===== src/rtl/clock_mode_ctrl_if.sv =====
// Button, time-source and edit-value bundle for the front-panel
// mode sequencer.
interface clock_mode_ctrl_if;
  logic       btn_mode;
  logic       btn_hr;
  logic       btn_min;
  logic [7:0] cur_hours;
  logic [7:0] cur_minutes;
  logic [7:0] alm_hours;
  logic [7:0] alm_minutes;
  logic [7:0] hours;
  logic [7:0] minutes;
  logic       set_time;
  logic       set_alarm;
  logic       editing;

  modport master (
    output btn_mode, btn_hr, btn_min,
    output cur_hours, cur_minutes,
    output alm_hours, alm_minutes,
    input  hours, minutes,
    input  set_time, set_alarm, editing
  );

  modport slave (
    input  btn_mode, btn_hr, btn_min,
    input  cur_hours, cur_minutes,
    input  alm_hours, alm_minutes,
    output hours, minutes,
    output set_time, set_alarm, editing
  );
endinterface


===== src/rtl/clock_mode_ctrl.sv =====
// Front-panel mode sequencer: RUN / SET_TIME / SET_ALARM with BCD
// edit values, auto-repeat increments and an idle timeout.
module clock_mode_ctrl #(
  parameter int REPEAT_DELAY = 12_500_000,
  parameter int REPEAT_RATE  = 2_500_000,
  parameter int TIMEOUT      = 250_000_000
) (
  input logic              MHz_25,
  input logic              reset,
  clock_mode_ctrl_if.slave bus
);

  localparam int RD_W = $clog2(REPEAT_DELAY + 1);
  localparam int TO_W = $clog2(TIMEOUT + 1);

  localparam logic [1:0] RUN       = 2'd0;
  localparam logic [1:0] SET_TIME  = 2'd1;
  localparam logic [1:0] SET_ALARM = 2'd2;

  localparam logic [RD_W-1:0] RD_TOP =
    RD_W'(REPEAT_DELAY);
  localparam logic [RD_W-1:0] RD_RELOAD =
    RD_W'(REPEAT_DELAY - REPEAT_RATE + 1);
  localparam logic [TO_W-1:0] TO_TOP =
    TO_W'(TIMEOUT - 1);

  // bit 2 = mode, bit 1 = hr, bit 0 = min
  logic [2:0] s1_q, s2_q, s3_q;
  logic [2:0] rise;

  logic [1:0]      state_q, state_d;
  logic [7:0]      hours_q, hours_d;
  logic [7:0]      minutes_q, minutes_d;
  logic            set_time_q, set_time_d;
  logic            set_alarm_q, set_alarm_d;
  logic [RD_W-1:0] hr_cnt_q, hr_cnt_d;
  logic [RD_W-1:0] min_cnt_q, min_cnt_d;
  logic [TO_W-1:0] to_q, to_d;

  logic set_st, chg, tmo;
  logic hr_fire, min_fire;

  function automatic logic [7:0] bcd_inc(
    input logic [7:0] v,
    input logic [7:0] top
  );
    if (v == top)
      return 8'h00;
    else if (v[3:0] == 4'd9)
      return {v[7:4] + 4'd1, 4'd0};
    else
      return {v[7:4], v[3:0] + 4'd1};
  endfunction

  always_comb begin
    rise        = s2_q & ~s3_q;
    set_st      = (state_q != RUN);
    state_d     = state_q;
    hours_d     = hours_q;
    minutes_d   = minutes_q;
    // fresh button activity holds off the timeout
    tmo         = set_st && (to_q == TO_TOP) && !(|rise);
    hr_fire     = set_st && s2_q[1] && (hr_cnt_q == RD_TOP);
    min_fire    = set_st && s2_q[0] && (min_cnt_q == RD_TOP);

    if (rise[2]) begin
      unique case (state_q)
        RUN: begin
          state_d   = SET_TIME;
          hours_d   = bus.cur_hours;
          minutes_d = bus.cur_minutes;
        end
        SET_TIME: begin
          state_d   = SET_ALARM;
          hours_d   = bus.alm_hours;
          minutes_d = bus.alm_minutes;
        end
        default: state_d = RUN;
      endcase
    end else if (tmo) begin
      state_d = RUN;
    end else if (set_st) begin
      if (rise[1] || hr_fire)
        hours_d = bcd_inc(hours_q, 8'h23);
      if (rise[0] || min_fire)
        minutes_d = bcd_inc(minutes_q, 8'h59);
    end

    chg         = (state_d != state_q);
    set_time_d  = (state_d == SET_TIME);
    set_alarm_d = (state_d == SET_ALARM);

    if (!set_st || !s2_q[1] || chg)
      hr_cnt_d = '0;
    else if (hr_fire)
      hr_cnt_d = RD_RELOAD;
    else
      hr_cnt_d = hr_cnt_q + 1'b1;

    if (!set_st || !s2_q[0] || chg)
      min_cnt_d = '0;
    else if (min_fire)
      min_cnt_d = RD_RELOAD;
    else
      min_cnt_d = min_cnt_q + 1'b1;

    if (!set_st || chg || (|rise))
      to_d = '0;
    else
      to_d = to_q + 1'b1;
  end

  always_ff @(posedge MHz_25 or posedge reset) begin
    if (reset) begin
      s1_q        <= '0;
      s2_q        <= '0;
      s3_q        <= '0;
      state_q     <= RUN;
      hours_q     <= 8'h00;
      minutes_q   <= 8'h00;
      set_time_q  <= 1'b0;
      set_alarm_q <= 1'b0;
      hr_cnt_q    <= '0;
      min_cnt_q   <= '0;
      to_q        <= '0;
    end else begin
      s1_q        <= {bus.btn_mode, bus.btn_hr, bus.btn_min};
      s2_q        <= s1_q;
      s3_q        <= s2_q;
      state_q     <= state_d;
      hours_q     <= hours_d;
      minutes_q   <= minutes_d;
      set_time_q  <= set_time_d;
      set_alarm_q <= set_alarm_d;
      hr_cnt_q    <= hr_cnt_d;
      min_cnt_q   <= min_cnt_d;
      to_q        <= to_d;
    end
  end

  assign bus.hours     = hours_q;
  assign bus.minutes   = minutes_q;
  assign bus.set_time  = set_time_q;
  assign bus.set_alarm = set_alarm_q;
  assign bus.editing   = set_time_q | set_alarm_q;

endmodule

===== src/flat_wrapper.sv =====
// flat-port wrapper written by rule: the top's interface ports become plain ports
module clock_mode_ctrl_flat 
#(
  parameter int REPEAT_DELAY = 12_500_000,
  parameter int REPEAT_RATE  = 2_500_000,
  parameter int TIMEOUT      = 250_000_000
)
  (MHz_25, reset, bus_btn_mode, bus_btn_hr, bus_btn_min, bus_cur_hours, bus_cur_minutes, bus_alm_hours, bus_alm_minutes, bus_hours, bus_minutes, bus_set_time, bus_set_alarm, bus_editing);
  clock_mode_ctrl_if bus_i ();
  input logic MHz_25;
  input logic reset;
  input wire logic [$bits(bus_i.btn_mode)-1:0] bus_btn_mode;
  input wire logic [$bits(bus_i.btn_hr)-1:0] bus_btn_hr;
  input wire logic [$bits(bus_i.btn_min)-1:0] bus_btn_min;
  input wire logic [$bits(bus_i.cur_hours)-1:0] bus_cur_hours;
  input wire logic [$bits(bus_i.cur_minutes)-1:0] bus_cur_minutes;
  input wire logic [$bits(bus_i.alm_hours)-1:0] bus_alm_hours;
  input wire logic [$bits(bus_i.alm_minutes)-1:0] bus_alm_minutes;
  output wire logic [$bits(bus_i.hours)-1:0] bus_hours;
  output wire logic [$bits(bus_i.minutes)-1:0] bus_minutes;
  output wire logic [$bits(bus_i.set_time)-1:0] bus_set_time;
  output wire logic [$bits(bus_i.set_alarm)-1:0] bus_set_alarm;
  output wire logic [$bits(bus_i.editing)-1:0] bus_editing;
  assign bus_i.btn_mode = bus_btn_mode;
  assign bus_i.btn_hr = bus_btn_hr;
  assign bus_i.btn_min = bus_btn_min;
  assign bus_i.cur_hours = bus_cur_hours;
  assign bus_i.cur_minutes = bus_cur_minutes;
  assign bus_i.alm_hours = bus_alm_hours;
  assign bus_i.alm_minutes = bus_alm_minutes;
  assign bus_hours = bus_i.hours;
  assign bus_minutes = bus_i.minutes;
  assign bus_set_time = bus_i.set_time;
  assign bus_set_alarm = bus_i.set_alarm;
  assign bus_editing = bus_i.editing;
  clock_mode_ctrl #(.REPEAT_DELAY(REPEAT_DELAY), .REPEAT_RATE(REPEAT_RATE), .TIMEOUT(TIMEOUT)) u_core (.MHz_25(MHz_25), .reset(reset), .bus(bus_i));
endmodule

===== config.mk =====
export PLATFORM = sky130hd
export DESIGN_NAME = clock_mode_ctrl_flat
export DESIGN_NICKNAME = d
export VERILOG_FILES = /design/src/rtl/clock_mode_ctrl_if.sv /design/src/rtl/clock_mode_ctrl.sv /design/src/flat_wrapper.sv
export SDC_FILE = /design/constraint.sdc
export NUM_CORES = 1
export LEC_CHECK = 0
export BUFFER_PORTS_ARGS = -buffer_cell sky130_fd_sc_hd__buf_2
export CORE_ASPECT_RATIO = 0.8
export CORE_MARGIN = 5
export CORE_UTILIZATION = 50
export DETAILED_ROUTE_END_ITERATION = 8
export PLACE_DENSITY = 0.69
export SLEW_MARGIN = 20
export SYNTH_ARGS = -nofsm -noshare
export SYNTH_HDL_FRONTEND = slang
export SYNTH_SLANG_ARGS = --single-unit

===== constraint.sdc =====
create_clock -name MHz_25 -period 6.6 [get_ports MHz_25]
set_input_delay 0 -clock MHz_25 [delete_from_list [all_inputs] [get_ports MHz_25]]
set_output_delay 0 -clock MHz_25 [all_outputs]
set_load 0.05 [all_outputs]

# Word level (Yosys, flattened, before mapping)

Cells that the tools add are included.

Add/sub/neg operators: 7
Equality and inequality tests: 13
Muxes and demuxes: 22
Bitwise gates (word level): 3
Reduce and logical (&&, ||, !) cells: 30

Operator list:

| operator                                                        | count |
|---|---|
| 24-bit two-way mux                                              | 4 |
| 8-bit two-way mux                                               | 12 |
| 24-bit by 1-bit adder with 24-bit output, second input constant | 2 |
| 24-bit == test, second input constant                           | 2 |
| 8-bit one-hot mux with 2 select lines                           | 2 |
| 28-bit by 1-bit adder with 28-bit output, second input constant | 1 |
| 28-bit == test, second input constant                           | 1 |
| 28-bit two-way mux                                              | 1 |
| 4-bit by 1-bit adder with 4-bit output, second input constant   | 4 |
| 5-bit AND reduction                                             | 2 |
| 4-bit == test, second input constant                            | 2 |
| 8-bit by 6-bit == test with 1-bit output, second input constant | 1 |
| 8-bit by 7-bit == test with 1-bit output, second input constant | 1 |
| 1-bit logical OR                                                | 8 |
| 4-bit AND reduction                                             | 2 |
| 2-bit nonzero test                                              | 4 |
| 1-bit logical AND                                               | 6 |
| 3-bit nonzero test                                              | 2 |
| 2-bit by 1-bit == test with 1-bit output, second input constant | 2 |
| 1-bit logical NOT                                               | 4 |
| 2-bit two-way mux                                               | 2 |
| 2-bit one-hot mux with 2 select lines                           | 1 |
| 3-bit AND                                                       | 1 |
| 3-bit != test, second input constant                            | 1 |
| 7 further kinds                                                 | 7 |

Flip-flop bits (word level): 105
Bits of input ports: 37
Output and inout bits: 19
Logic and storage cells: 88

# Longest topological paths before layout

Gate-level depths: netlist of the first run.

Depth after elaboration: 11
Gate-level depth with buffers: 11
Mapped depth without buffers: 8

# Worst setup path after synthesis of the first run

OpenSTA, ideal clock, no wires.

Path kind: reg2reg
From: register u_core.hours_q[5], in the netlist u_core.bus.hours[5]
To: register u_core.hours_q[5], in the netlist u_core.bus.hours[5]
Setup time: 0.125 ns
Arrival time: 2.366 ns
Data required time: 6.475 ns
Slack: 4.109 ns
Stages on the path, launching flop included: 9
Path buffers: 1
Period minus slack after synthesis: 2.491 ns
Cells stage by stage: dfrtp_1 ha_1 or4b_1 o21ai_0 or2_1 clkbuf_1 inv_2 nor2_1 mux2_2

Longest elaborated chain between the ends: 7
Elaborated cells between the ends (all ways): 10
Those cells by class: add/sub: 1; eq/ne: 1; mux: 6; reduce/logical: 2

RTL lines:

| element                                | RTL line               | source |
|---|---|---|
| from (decl)                            | clock_mode_ctrl.sv:32  | `logic [7:0] hours_q, hours_d;` |
| from (signal assigned)                 | clock_mode_ctrl.sv:131 | `hours_q <= hours_d;` |
| 4-bit by 1-bit adder with 4-bit output | clock_mode_ctrl.sv:50  | `return {v[7:4] + 4'd1, 4'd0};` |
| 8-bit two-way mux                      | clock_mode_ctrl.sv:49  | `else if (v[3:0] == 4'd9)` |
| 8-bit two-way mux                      | clock_mode_ctrl.sv:47  | `if (v == top)` |
| 8-bit two-way mux                      | clock_mode_ctrl.sv:83  | `if (rise[1] \|\| hr_fire)` |
| 8-bit two-way mux                      | clock_mode_ctrl.sv:82  | `end else if (set_st) begin` |
| 8-bit two-way mux                      | clock_mode_ctrl.sv:80  | `end else if (tmo) begin` |
| 8-bit two-way mux                      | clock_mode_ctrl.sv:66  | `if (rise[2]) begin` |

Parallel ways exist; a longest one is shown, timed or not. The select of a mux whose other input is x is not followed.
A chain may end at the register's enable or synchronous reset.

# Final worst setup path of the first run

From: register u_core.to_q[0]
To: register u_core.to_q[10]

Longest elaborated chain between the ends: 9
Elaborated cells between the ends (all ways): 10
Those cells by class: add/sub: 1; eq/ne: 2; mux: 3; reduce/logical: 4

RTL lines:

| element                         | RTL line               | source |
|---|---|---|
| from (decl)                     | clock_mode_ctrl.sv:38  | `logic [TO_W-1:0] to_q, to_d;` |
| from (signal assigned)          | clock_mode_ctrl.sv:137 | `to_q <= to_d;` |
| 28-bit == test                  | clock_mode_ctrl.sv:62  | `tmo = set_st && (to_q == TO_TOP) && !(\|rise);` |
| 1-bit logical AND (2 in series) | clock_mode_ctrl.sv:62  |  |
| 2-bit two-way mux               | clock_mode_ctrl.sv:80  |  |
| 2-bit two-way mux               | clock_mode_ctrl.sv:66  |  |
| 2-bit != test                   | clock_mode_ctrl.sv:89  | `chg = (state_d != state_q);` |
| 1-bit logical OR (2 in series)  | clock_mode_ctrl.sv:107 | `if (!set_st \|\| chg \|\| (\|rise))` |
| 28-bit two-way mux (*)          | clock_mode_ctrl.sv:107 |  |
| via u_core.to_d[10]             | clock_mode_ctrl.sv:38  |  |

The timed path passes the listed nets; every way through them passes the cells marked *.

==> summary.txt, run 1 <==
STA
  • RSZ-0062 raised after global routing: no
  • Maximum clock frequency: around 390 MHz
  • Slew headroom: 0.325
  • Setup violators final: 0
  • Setup Skew: slightly below 0.008 ns
  • Setup TNS: 0 ns
  • Tmin final: 2.59 ns
  • Slew @ Worst Pin: 1.01 ns
  • Fin crit share: 0.393
  • Hold Fails Final Rpt: 0
  • Slew Viols, Final: 0

Floorplanning
  • Row count: 34
  • IO Count: 56
  • Die width: 127 um
  • Die area: 0.0131 mm2
  • Initial core utilization: 0.505
  • Core Footprint: 0.0108 mm2
  • Die H: 103 um

Global route
  • Vias in the first global route: ~4,100
  • Pin count of the biggest net entering global routing: 60
  • Antenna violations before repair: 0
  • First-pass GRT wire length: about 20 mm
  • Remaining global-route overflow: 0
  • All-Layer GR Usage: 0.181

Clocking
  • H-tree Lvls: 3
  • Reg clk slew, reported paths: 0.07 ns
  • CTS root buffer: clkbuf_16
  • Clock latency on the worst-skew pair: 0.34 ns
  • Clock Sinks: 105
  • Resized cells post-CTS: 0
  • Maximum clock insertion buffer count: 2
  • Inserted Clock Buffers: 9
  • Post CTS Setup Buffer Count: 0
  • CTS tree: built

Power
  • LEAKAGE: 2.66 nW
  • Pwr Density: 305 mW/mm2
  • Peak VDD IR: 0.000127 V

Logic synthesis
  • Post-synthesis sequential area ratio: 0.484
  • Syn Nets: 621
  • Mean post-synth cell area: 9.51 um2
  • Post-synth EDFFs: 0
  • Predominant post-synthesis flop cell: dfrtp_1
  • Synth unique cells: 52
  • Ys Warns: 0
  • Number of synthesized register bits: ~110
  • Synthesized instance count: 571
  • Asr flop ratio synth: 1.00
  • Mapped cell area: 0.00543 mm2

Place
  • RD Place Congestion: 0.849
  • I/O Buffers: 55
  • Dpl cells: 755
  • Hpwl dp: between 7 and 8 mm

Hold path
  • Hold Path Class: primary input to register
  • Hold Path Depth: 5

Layout
  • Layout Nets: 676
  • Non-filler cells, final: 775
  • Area Growth Syn to Fin: 13.6%
  • Commonest cells after routing, fill and taps aside: 105 x dfrtp_1, 94 x nor2_1, 55 x buf_2
  • Commonest non-fill, non-tap cell in the layout: dfrtp_1
  • Layout cell share with drive strength beyond 1: 0.135
  • Antenna cells: 0

Detailed routing
  • Iter 0 DRT Violations: between 300 and 400
  • Routed Antenna Nets: 0
  • DRC Markers: 0
  • Via density per instance: approximately 5.4
  • Final WL: roughly 11 mm
  • Avg WL per Cell: 14.5 um
  • Drt pass-1 iters: 4
  • Vias: 4,207

Run
  • Max-cap violations: 0

Critical path
  • Reg2Reg Depth: 7
  • Worst EP arrival: 2.79 ns
  • CP Launch Type: register
  • Crit. End Element: register
  • Required @ worst endpoint: 6.80 ns
  • Worst-path fanout max: 28
  • Critical path class: register to register

Status
  • Status: finished, final reports clean
[power by group]
| part | internal, mW | switching [mW] |
|---|---|---|
| combinational | 0.151 | 0.373 |
| sequential | 0.703 | 0.0798 |
| clock | 0.344 | 0.233 |
[cell families after synthesis]
family,share of synthesized area
AND/OR/NAND/NOR,0.252
adder cells (fa/ha/maj),0.0299
buffers and inverters,0.0329
XOR/XNOR,0.110
AO/OA/AOI/OAI,0.0673
flip-flops,0.484
multiplexers,0.0244
[cell usage after synthesis, drive strengths merged (3+ instances only)]
cell / count / area share
or4: 6 / 0.0083
o22a: 4 / 0.0064
and4: 12 / 0.019
nand2b: 5 / 0.0062
o21ai: 23 / 0.021
ha: 13 / 0.030
nor4bb: 3 / 0.0055
xnor2: 30 / 0.048
nand3: 36 / 0.034
nor2b: 5 / 0.0058
o22ai: 5 / 0.0058
nor4: 3 / 0.0035
nand4: 16 / 0.018
dfrtp: 105 / 0.48
clkbuf: 8 / 0.0058
nand2: 53 / 0.037
inv: 20 / 0.014
mux2i: 11 / 0.020
or2: 6 / 0.0069
and3: 10 / 0.012
nor4b: 3 / 0.0048
xor2: 38 / 0.061
buf: 9 / 0.013
nor2: 94 / 0.065
a21oi: 17 / 0.016
or3: 6 / 0.0069
nor3: 11 / 0.010
[registers in the layout (all words and copies together) (netlist names)]
register	count
u_core.s2_q	3
u_core.min_cnt_q	24
u_core.s3_q	3
u_core.bus.hours	8
u_core.bus.set_time	1
u_core.hr_cnt_q	24
u_core.bus.set_alarm	1
u_core.s1_q	3
u_core.bus.minutes	8
u_core.to_q	28
u_core.state_q	2
[per-stage QoR]
step	utilization	total power [mW]	hold slack (ns)	worst slack [ns]	area (um2)
after global routing	0.574	1.98	0.0995	3.81	6170
after floorplan	-	1.19	0.0314	3.84	5430
final	0.574	1.88	0.0594	4.01	6170
after CTS	0.574	1.90	0.0450	4.00	6170
after global placement	0.539	1.31	0.103	4.08	5800
after detailed placement	0.539	1.32	0.113	4.00	5800
[cell type report]
type,instances,area (um2)
Fill cell,935,4590
Tap cell,144,180
Multi-Input combinational cell,429,2630
Sequential cell,105,2630
Clock buffer,10,239
Timing Repair Buffer,61,330
Inverter,20,77.6
Clock inverter,6,90.1
[repair_timing]
action,in CTS,in global routing
hold buffers,4,0
hold endpoints to repair,49,0
endpoints found under the setup margin,0,0
[final timing paths]
path                            slack (ns)                      from                               to
worst max register to register        4.01  u_core.to_q[0]$_DFF_PP0_        u_core.to_q[10]$_DFF_PP0_
max in group asynchronous             5.16                     reset      u_core.state_q[1]$_DFF_PP0_
worst min register to register        0.35  u_core.s1_q[1]$_DFF_PP0_         u_core.s2_q[1]$_DFF_PP0_
worst max-delay path                  4.01  u_core.to_q[0]$_DFF_PP0_        u_core.to_q[10]$_DFF_PP0_
min in group asynchronous             0.27                     reset         u_core.s1_q[0]$_DFF_PP0_
worst min-delay path                  0.06          bus_alm_hours[3]  u_core.bus.hours[3]$_DFFE_PP0P_
[metal layers]
metal,global-route usage,routed length (um),share of wire,vias to the layer above
li1,-,-,-,2074
met1,0.255,5530,0.49,2043
met2,0.288,5030,0.45,80
met3,0.0441,549,0.049,10
met4,0.0404,108,0.0096,0
met5,0,0,0,-
[critical path, cell delays in order (launching register included)]
cell	delay [ns]
dfrtp_1	0.38
ha_1	0.22
and4_1	0.28
nand2_1	0.09
or4_1	0.64
and2_1	0.31
nand2b_2	0.42
nor2_1	0.11
Power figures use the tool's default switching activity.
==> inputs of run 2 (changes only) <==
Clock period 6.6 ns to 2.4 ns, I/O delays scaled along.
==> run 2 against run 1 <==
  * Flip-flop and latch count stayed put
  * First-iteration DRC count is 21% lower
  * Core utilization grew 1.4 points
  * Worst hold slack got worse by 0.010 ns
  * Cell area increased by 2.4%
  * Die area unchanged
  * Combinational power increased to 2.9 times the previous value
  * Clock power rose to 2.6 times the previous value
  * Maximum frequency grew 15%
  * Sequential share of layout area down 0.97 points
  * Largest cell class unchanged
  * Largest power group unchanged
==> summary.txt, run 2 (synthesized netlist as in run 1, its figures left out) <==
Status
  • Status: finished, final reports clean

Global route
  • All-Layer GR Usage: 0.185 (+0.00446)
  • First-pass GRT wire length: 19.8 mm (+1.1%)
  • Vias in the first global route: 4,120 (unchanged)
  • Pin count of the biggest net entering global routing: 106 (+77%)
  • Remaining global-route overflow: 0 (unchanged)
  • Antenna violations before repair: 0 (unchanged)

Detailed routing
  • Iter 0 DRT Violations: 271 (-21%)
  • Avg WL per Cell: 14.6 um (+0.74%)
  • Routed Antenna Nets: 0 (unchanged)
  • Via density per instance: 5.40 (-0.58%)
  • Final WL: 11.5 mm (+2.8%)
  • Vias: 4,269 (+1.5%)
  • DRC Markers: 0 (unchanged)
  • Drt pass-1 iters: 4 (unchanged)

Clocking
  • CTS tree: built
  • Reg clk slew, reported paths: 0.07 ns (about the same)
  • H-tree Lvls: 3 (unchanged)
  • Maximum clock insertion buffer count: 2 (unchanged)
  • CTS root buffer: clkbuf_16
  • Clock Sinks: 105 (unchanged)
  • Inserted Clock Buffers: 9 (unchanged)
  • Clock latency on the worst-skew pair: 0.35 ns (about the same)

STA
  • Setup slack after layout: 0.137 ns (-3.87 ns)
  • Setup Skew: 0.00895 ns (+0.00100 ns)
  • Tmin final: 2.26 ns (-0.330 ns)
  • Slew @ Worst Pin: 0.547 ns (-0.461 ns)
  • Slew Viols, Final: 0 (unchanged)
  • Setup TNS: 0 ns (unchanged)
  • Fin crit share: 0.943 (+0.550)
  • Hold Fails Final Rpt: 0 (unchanged)
  • Setup violators final: 0 (unchanged)
  • Maximum clock frequency: 442 MHz (+15%)
  • Slew headroom: 0.635 (+0.311)
  • RSZ-0062 raised after global routing: no

Power
  • Psw: 1.88 mW (+170%)
  • Gate power share: 0.294 (+0.016)
  • Pwr Density: 813 mW/mm2 (+170%)
  • LEAKAGE: 2.73 nW (+2.8%)
  • Seq pwr share: 0.418 (+0.002)
  • Internal power: 3.26 mW (+170%)
  • Clk pwr share: 0.288 (-0.018)
  • Switching share of power: 0.366 (+0.00220)
  • Peak VDD IR: 0.000501 V (+290%)

Critical path
  • CP Buf/Inv Count: 0 (unchanged)
  • RR Endpoint: u_core.min_cnt_q[20]$_DFF_PP0_
  • Start point of the critical path: u_core.min_cnt_q[0]$_DFF_PP0_
  • Critical Path End: u_core.min_cnt_q[20]$_DFF_PP0_
  • Worst-path fanout max: 6 (-79%)
  • FF-to-FF Start: u_core.min_cnt_q[0]$_DFF_PP0_
  • Worst EP arrival: 2.52 ns (-0.27 ns)
  • Critical-path cell list: ha_1 > nand4_1 > or3_1 > or2_2 > or3_1 > a21oi_1
  • Crit-path max cell delay: 0.48 ns (-0.16 ns)
  • Worst R2R Setup Slack: 0.14 ns (-3.87 ns)
  • Reg2Reg Depth: 6 (-1)
  • CP Launch Type: register
  • Crit-path slowest cell: or3_1
  • Crit. End Element: register
  • Critical Path Stages: 6 (-1)
  • Critical path class: register to register
  • Required @ worst endpoint: 2.66 ns (-4.14 ns)
  • CP dominant cell by count: or3_1
  • Largest delay share family, worst path: simple AND/OR/NAND/NOR gates

Place
  • I/O Buffers: 55 (unchanged)
  • RD Place Congestion: 0.838 (-1.2%)
  • Pre-CTS WS: 0.0722 ns (-3.93 ns)
  • Hpwl dp: 7.98 mm (+0.55%)

Floorplanning
  • Die width: 127 um (unchanged)
  • Core Footprint: 0.0108 mm2 (unchanged)
  • Die area: 0.0131 mm2 (unchanged)
  • Row count: 34 (unchanged)
  • IO Count: 56 (unchanged)
  • Die H: 103 um (unchanged)
  • Initial core utilization: 0.505 (unchanged)

Layout
  • Max reg flops: 28 (unchanged)
  • FILL cells: 950 (+1.6%)
  • Layout Nets: 693 (+2.5%)
  • Commonest cells after routing, fill and taps aside: 103 x dfrtp_1, 93 x nor2_1, 55 x buf_2
  • Commonest non-fill, non-tap cell in the layout: dfrtp_1
  • Register name with the most flops: u_core.to_q
  • Area Growth Syn to Fin: 16.4%
  • Antenna cells: 0 (unchanged)
  • Largest regs: u_core.to_q: 28 flops, u_core.hr_cnt_q: 24 flops, u_core.min_cnt_q: 24 flops
  • Layout cell share with drive strength beyond 1: 0.165 (+0.0307)
  • Final cell utilization of the core: 0.588 (+0.0140)

Run
  • Max-cap violations: 0 (unchanged)

Hold path
  • Hold Path Class: primary input to register
[run 2: cell count changes in the layout (fill, tap and decap cells not counted), sizes merged]
cell      before  now
clkinv         2    0
bufinv         2    1
clkinvlp       1    2
inv           21   19
buf           57   74
clkbuf        10   13
[run 2: layer usage]
layer	track usage	wire, um
met1	0.259	5540
met3	0.0431	573
met5	0	0
met4	0.0478	120
met2	0.296	5290
[run 2: area by class of cell]
cell class	count	area, um2	share of cell area
clock buffer	13	260	0.0412
timing repair buffer	78	483	0.0764
tap	144	180	0.0285
multi-input combinational	429	2650	0.420
inverter	20	78.8	0.0125
clock inverter	2	37.5	0.00594
sequential	105	2630	0.416
[run 2: worst min path at each step]
| stage | startpoint | to | cells past startpoint |
|---|---|---|---|
| 5_1_grt | bus_alm_minutes[3] | u_core.bus.minutes[3]$_DFFE_PP0P_ | 5 |
| 4_1_cts | bus_alm_minutes[3] | u_core.bus.minutes[3]$_DFFE_PP0P_ | 5 |
| 6_report | bus_alm_minutes[3] | u_core.bus.minutes[3]$_DFFE_PP0P_ | 5 |
| 3_3_place_gp | bus_btn_hr | u_core.s1_q[1]$_DFF_PP0_ | 1 |
| 2_1_floorplan | bus_btn_min | u_core.s1_q[0]$_DFF_PP0_ | 0 |
| 3_5_place_dp | bus_btn_min | u_core.s1_q[0]$_DFF_PP0_ | 1 |
[run 2: timing repair]
item / CTS / global route
hold buffers: 4 / 0
buffers inserted: 0 / 2
gates resized for setup: 0 / 7
setup endpoints to repair: 0 / 60
hold endpoints to repair: 108 / 0
[run 2: power groups by stage]
stage                     Clock (mW)  Sequential, mW  Combinational (mW)
after floorplan                    0            2.59               0.677
after global placement             0            2.17                1.48
after detailed placement           0            2.18                1.51
after CTS                       1.52            2.14                1.52
after global routing            1.58            2.18                1.66
final                           1.48            2.15                1.51
[run 2: per-stage QoR]
stage | cell area, um2 | total power [mW] | cells | hold slack, ns
3_3_place_gp | 5950 | 3.64 | 770 | 0.109
3_5_place_dp | 5950 | 3.68 | 770 | 0.109
5_1_grt | 6320 | 5.41 | 791 | 0.0665
6_report | 6320 | 5.14 | 791 | 0.0493
2_1_floorplan | 5440 | 3.26 | 571 | 0.0314
4_1_cts | 6280 | 5.18 | 789 | 0.0321
[run 2: worst register-to-register path, delay by kind of cell (launching register included)]
kind                     cells  cell delay (ns)
AO/OA/AOI/OAI                1             0.15
adder cells (fa/ha/maj)      1             0.22
AND/OR/NAND/NOR              4             1.41
flip-flops                   1             0.41
==> inputs of run 3 (changes only) <==
Clock period 2.4 ns to 2.63 ns, I/O delays scaled along.
==> run 3 against run 2 <==
  * Critical path depth increased by 1
  * Register-to-register slack improved by 0.06 ns
  * Highest routed layer unchanged
  * Core utilization decreased by 0.94 points
  * Worst hold slack improved by 0.0011 ns
  * Via count decreased by 1.1%
  * Largest power group unchanged
  * Combinational power decreased by 11%
  * Sequential share of layout area increased by 0.64 points
  * Die area unchanged
==> summary.txt, run 3 (synthesized netlist as in run 1, its figures left out) <==
Clocking
  • CTS tree: built
  • CTS root buffer: clkbuf_16
  • Inserted Clock Buffers: 9 (unchanged)
  • Resized cells post-CTS: 0 (unchanged)
  • Clock latency on the worst-skew pair: 0.34 ns (about the same)
  • Maximum clock insertion buffer count: 2 (unchanged)
  • Reg clk slew, reported paths: 0.07 ns (about the same)
  • Post CTS Setup Buffer Count: 0 (unchanged)
  • Clock Sinks: 105 (unchanged)
  • # hold bufs at CTS: 4 (unchanged)
  • H-tree Lvls: 3 (unchanged)

Critical path
  • CP Launch Type: register
  • Critical path class: register to register
  • Critical-path cell list: ha_1 > and4_1 > nand2_1 > or4_1 > and2_1 > nand3_2 > nor2_1
  • Crit. End Element: register
  • Crit-path max cell delay: 0.65 ns (+0.17 ns)
  • Reg2Reg Depth: 7 (+1)
  • Crit-path slowest cell: or4_1
  • Worst-path fanout max: 15 (+9)
  • Worst EP arrival: 2.64 ns (+0.12 ns)
  • Required @ worst endpoint: 2.84 ns (+0.18 ns)

Layout
  • Antenna cells: 0 (unchanged)
  • Layout cell share with drive strength beyond 1: 0.140 (-0.0254)
  • Layout Nets: 683 (-1.4%)
  • Max reg flops: 28 (unchanged)
  • Commonest cells after routing, fill and taps aside: 105 x dfrtp_1, 94 x nor2_1, 55 x buf_2
  • Commonest non-fill, non-tap cell in the layout: dfrtp_1
  • Area Growth Syn to Fin: 14.5%
  • Register name with the most flops: u_core.to_q
  • Largest regs: u_core.to_q: 28 flops, u_core.hr_cnt_q: 24 flops, u_core.min_cnt_q: 24 flops

Floorplanning
  • IO Count: 56 (unchanged)
  • Row count: 34 (unchanged)
  • Die H: 103 um (unchanged)
  • Die area: 0.0131 mm2 (unchanged)
  • Die width: 127 um (unchanged)
  • Initial core utilization: 0.505 (unchanged)
  • Core Footprint: 0.0108 mm2 (unchanged)

STA
  • Maximum clock frequency: 411 MHz (-6.9%)
  • Slew headroom: 0.594 (-0.0408)
  • Hold slack final: 0.0504 ns (+0.00113 ns)
  • Slew Viols, Final: 0 (unchanged)
  • RSZ-0062 raised after global routing: no
  • Setup TNS: 0 ns (unchanged)
  • Tmin final: 2.43 ns (+0.167 ns)
  • Setup Skew: 0.00784 ns (-0.00111 ns)
  • Slew @ Worst Pin: 0.604 ns (+0.0565 ns)
  • Setup violators final: 0 (unchanged)
  • Hold Fails Final Rpt: 0 (unchanged)
  • Fin crit share: 0.924 (-0.0188)

Status
  • Status: finished, final reports clean

Power
  • Clk pwr share: 0.294 (+0.006)
  • Gate power share: 0.288 (-0.006)
  • Switching share of power: 0.362 (-0.00449)
  • Psw: 1.70 mW (-10%)
  • Peak VDD IR: 0.000464 V (-7.3%)
  • Seq pwr share: 0.418 (about the same)
  • LEAKAGE: 2.69 nW (-1.6%)
  • Pwr Density: 753 mW/mm2 (-7.4%)
  • Internal power: 2.99 mW (-8.2%)

Detailed routing
  • Met3 Wirelength: 530 um (-7.5%)
  • Vias: 4,221 (-1.1%)
  • Avg WL per Cell: 14.5 um (-0.36%)
  • DRC Markers: 0 (unchanged)
  • Drt pass-1 iters: 4 (unchanged)
  • Routed Antenna Nets: 0 (unchanged)
  • Met1 wire length: 5.50 mm (-0.65%)
  • Via density per instance: 5.41 (+0.27%)
  • Iter 0 DRT Violations: 230 (-15%)
  • Uppermost layer routed: met4
  • Final WL: 11.3 mm (-1.7%)
  • Met2 wire length: 5.16 mm (-2.4%)

Run
  • Max-cap violations: 0 (unchanged)

Hold path
  • Hold Path Class: primary input to register
  • Hold Path Depth: 5 (unchanged)

Place
  • RD Place Congestion: 0.805 (-3.9%)
  • Hpwl dp: 7.99 mm (+0.13%)
  • I/O Buffers: 55 (unchanged)

Global route
  • First-pass GRT wire length: 19.7 mm (-0.63%)
  • Pin count of the biggest net entering global routing: 106 (unchanged)
  • Vias in the first global route: 4,176 (+1.4%)
  • Antenna violations before repair: 0 (unchanged)
  • All-Layer GR Usage: 0.183 (-0.00220)
  • Remaining global-route overflow: 0 (unchanged)
[run 3: cell count changes in the layout (fill, tap and decap cells not counted), sizes merged]
| cell | previous run | this run |
|---|---|---|
| clkinvlp | 2 | 1 |
| clkbuf | 13 | 10 |
| clkinv | 0 | 2 |
| bufinv | 1 | 2 |
| buf | 74 | 64 |
[run 3: worst max-delay path, delay by kind of cell (launching register included)]
kind | cells | cell delay, ns
adders and majority gates | 1 | 0.23
DFF | 1 | 0.39
and+or+nand+nor | 6 | 1.68
[run 3: path summary, 6_finish.rpt]
check                                         start                                 to  slack [ns]
setup / recovery           u_core.to_q[0]$_DFF_PP0_       u_core.hr_cnt_q[4]$_DFF_PP0_        0.20
hold / removal                   bus_alm_minutes[3]  u_core.bus.minutes[3]$_DFFE_PP0P_        0.05
setup reg to reg           u_core.to_q[0]$_DFF_PP0_       u_core.hr_cnt_q[4]$_DFF_PP0_        0.20
hold reg to reg            u_core.s1_q[1]$_DFF_PP0_           u_core.s2_q[1]$_DFF_PP0_        0.34
max in group asynchronous                     reset       u_core.hr_cnt_q[8]$_DFF_PP0_        1.84
min in group asynchronous                     reset           u_core.s1_q[0]$_DFF_PP0_        0.35
[run 3: cell type report]
type / instances / area (um2)
fill: 941 / 4540
multi-input combinational: 429 / 2630
sequential: 105 / 2630
timing repair buffer: 68 / 408
clock buffer: 10 / 229
tap: 144 / 180
inverter: 20 / 78.8
clock inverter: 4 / 70.1
[run 3: power groups by stage]
stage / combinational (mW) / clock, mW / sequential (mW)
after detailed placement: 1.35 / 0 / 1.99
after global routing: 1.47 / 1.48 / 1.99
after floorplan: 0.618 / 0 / 2.36
after global placement: 1.32 / 0 / 1.98
after CTS: 1.36 / 1.42 / 1.96
final: 1.35 / 1.38 / 1.96
[run 3: per-stage QoR]
stage / area [um2] / total power, mW / setup WS [ns] / instances / util
2_1_floorplan: 5440 / 2.98 / 0.139 / 571 / -
3_3_place_gp: 5880 / 3.30 / 0.306 / 762 / 0.547
3_5_place_dp: 5880 / 3.34 / 0.224 / 762 / 0.547
4_1_cts: 6220 / 4.74 / 0.198 / 780 / 0.578
5_1_grt: 6220 / 4.95 / 0.0391 / 780 / 0.578
6_report: 6220 / 4.69 / 0.200 / 780 / 0.578
[run 3: routing by layer]
layer,up-vias,GRT usage
met3,13,0.0436
met1,2035,0.253
li1,2085,-
met2,88,0.297
met4,0,0.0445
met5,-,0
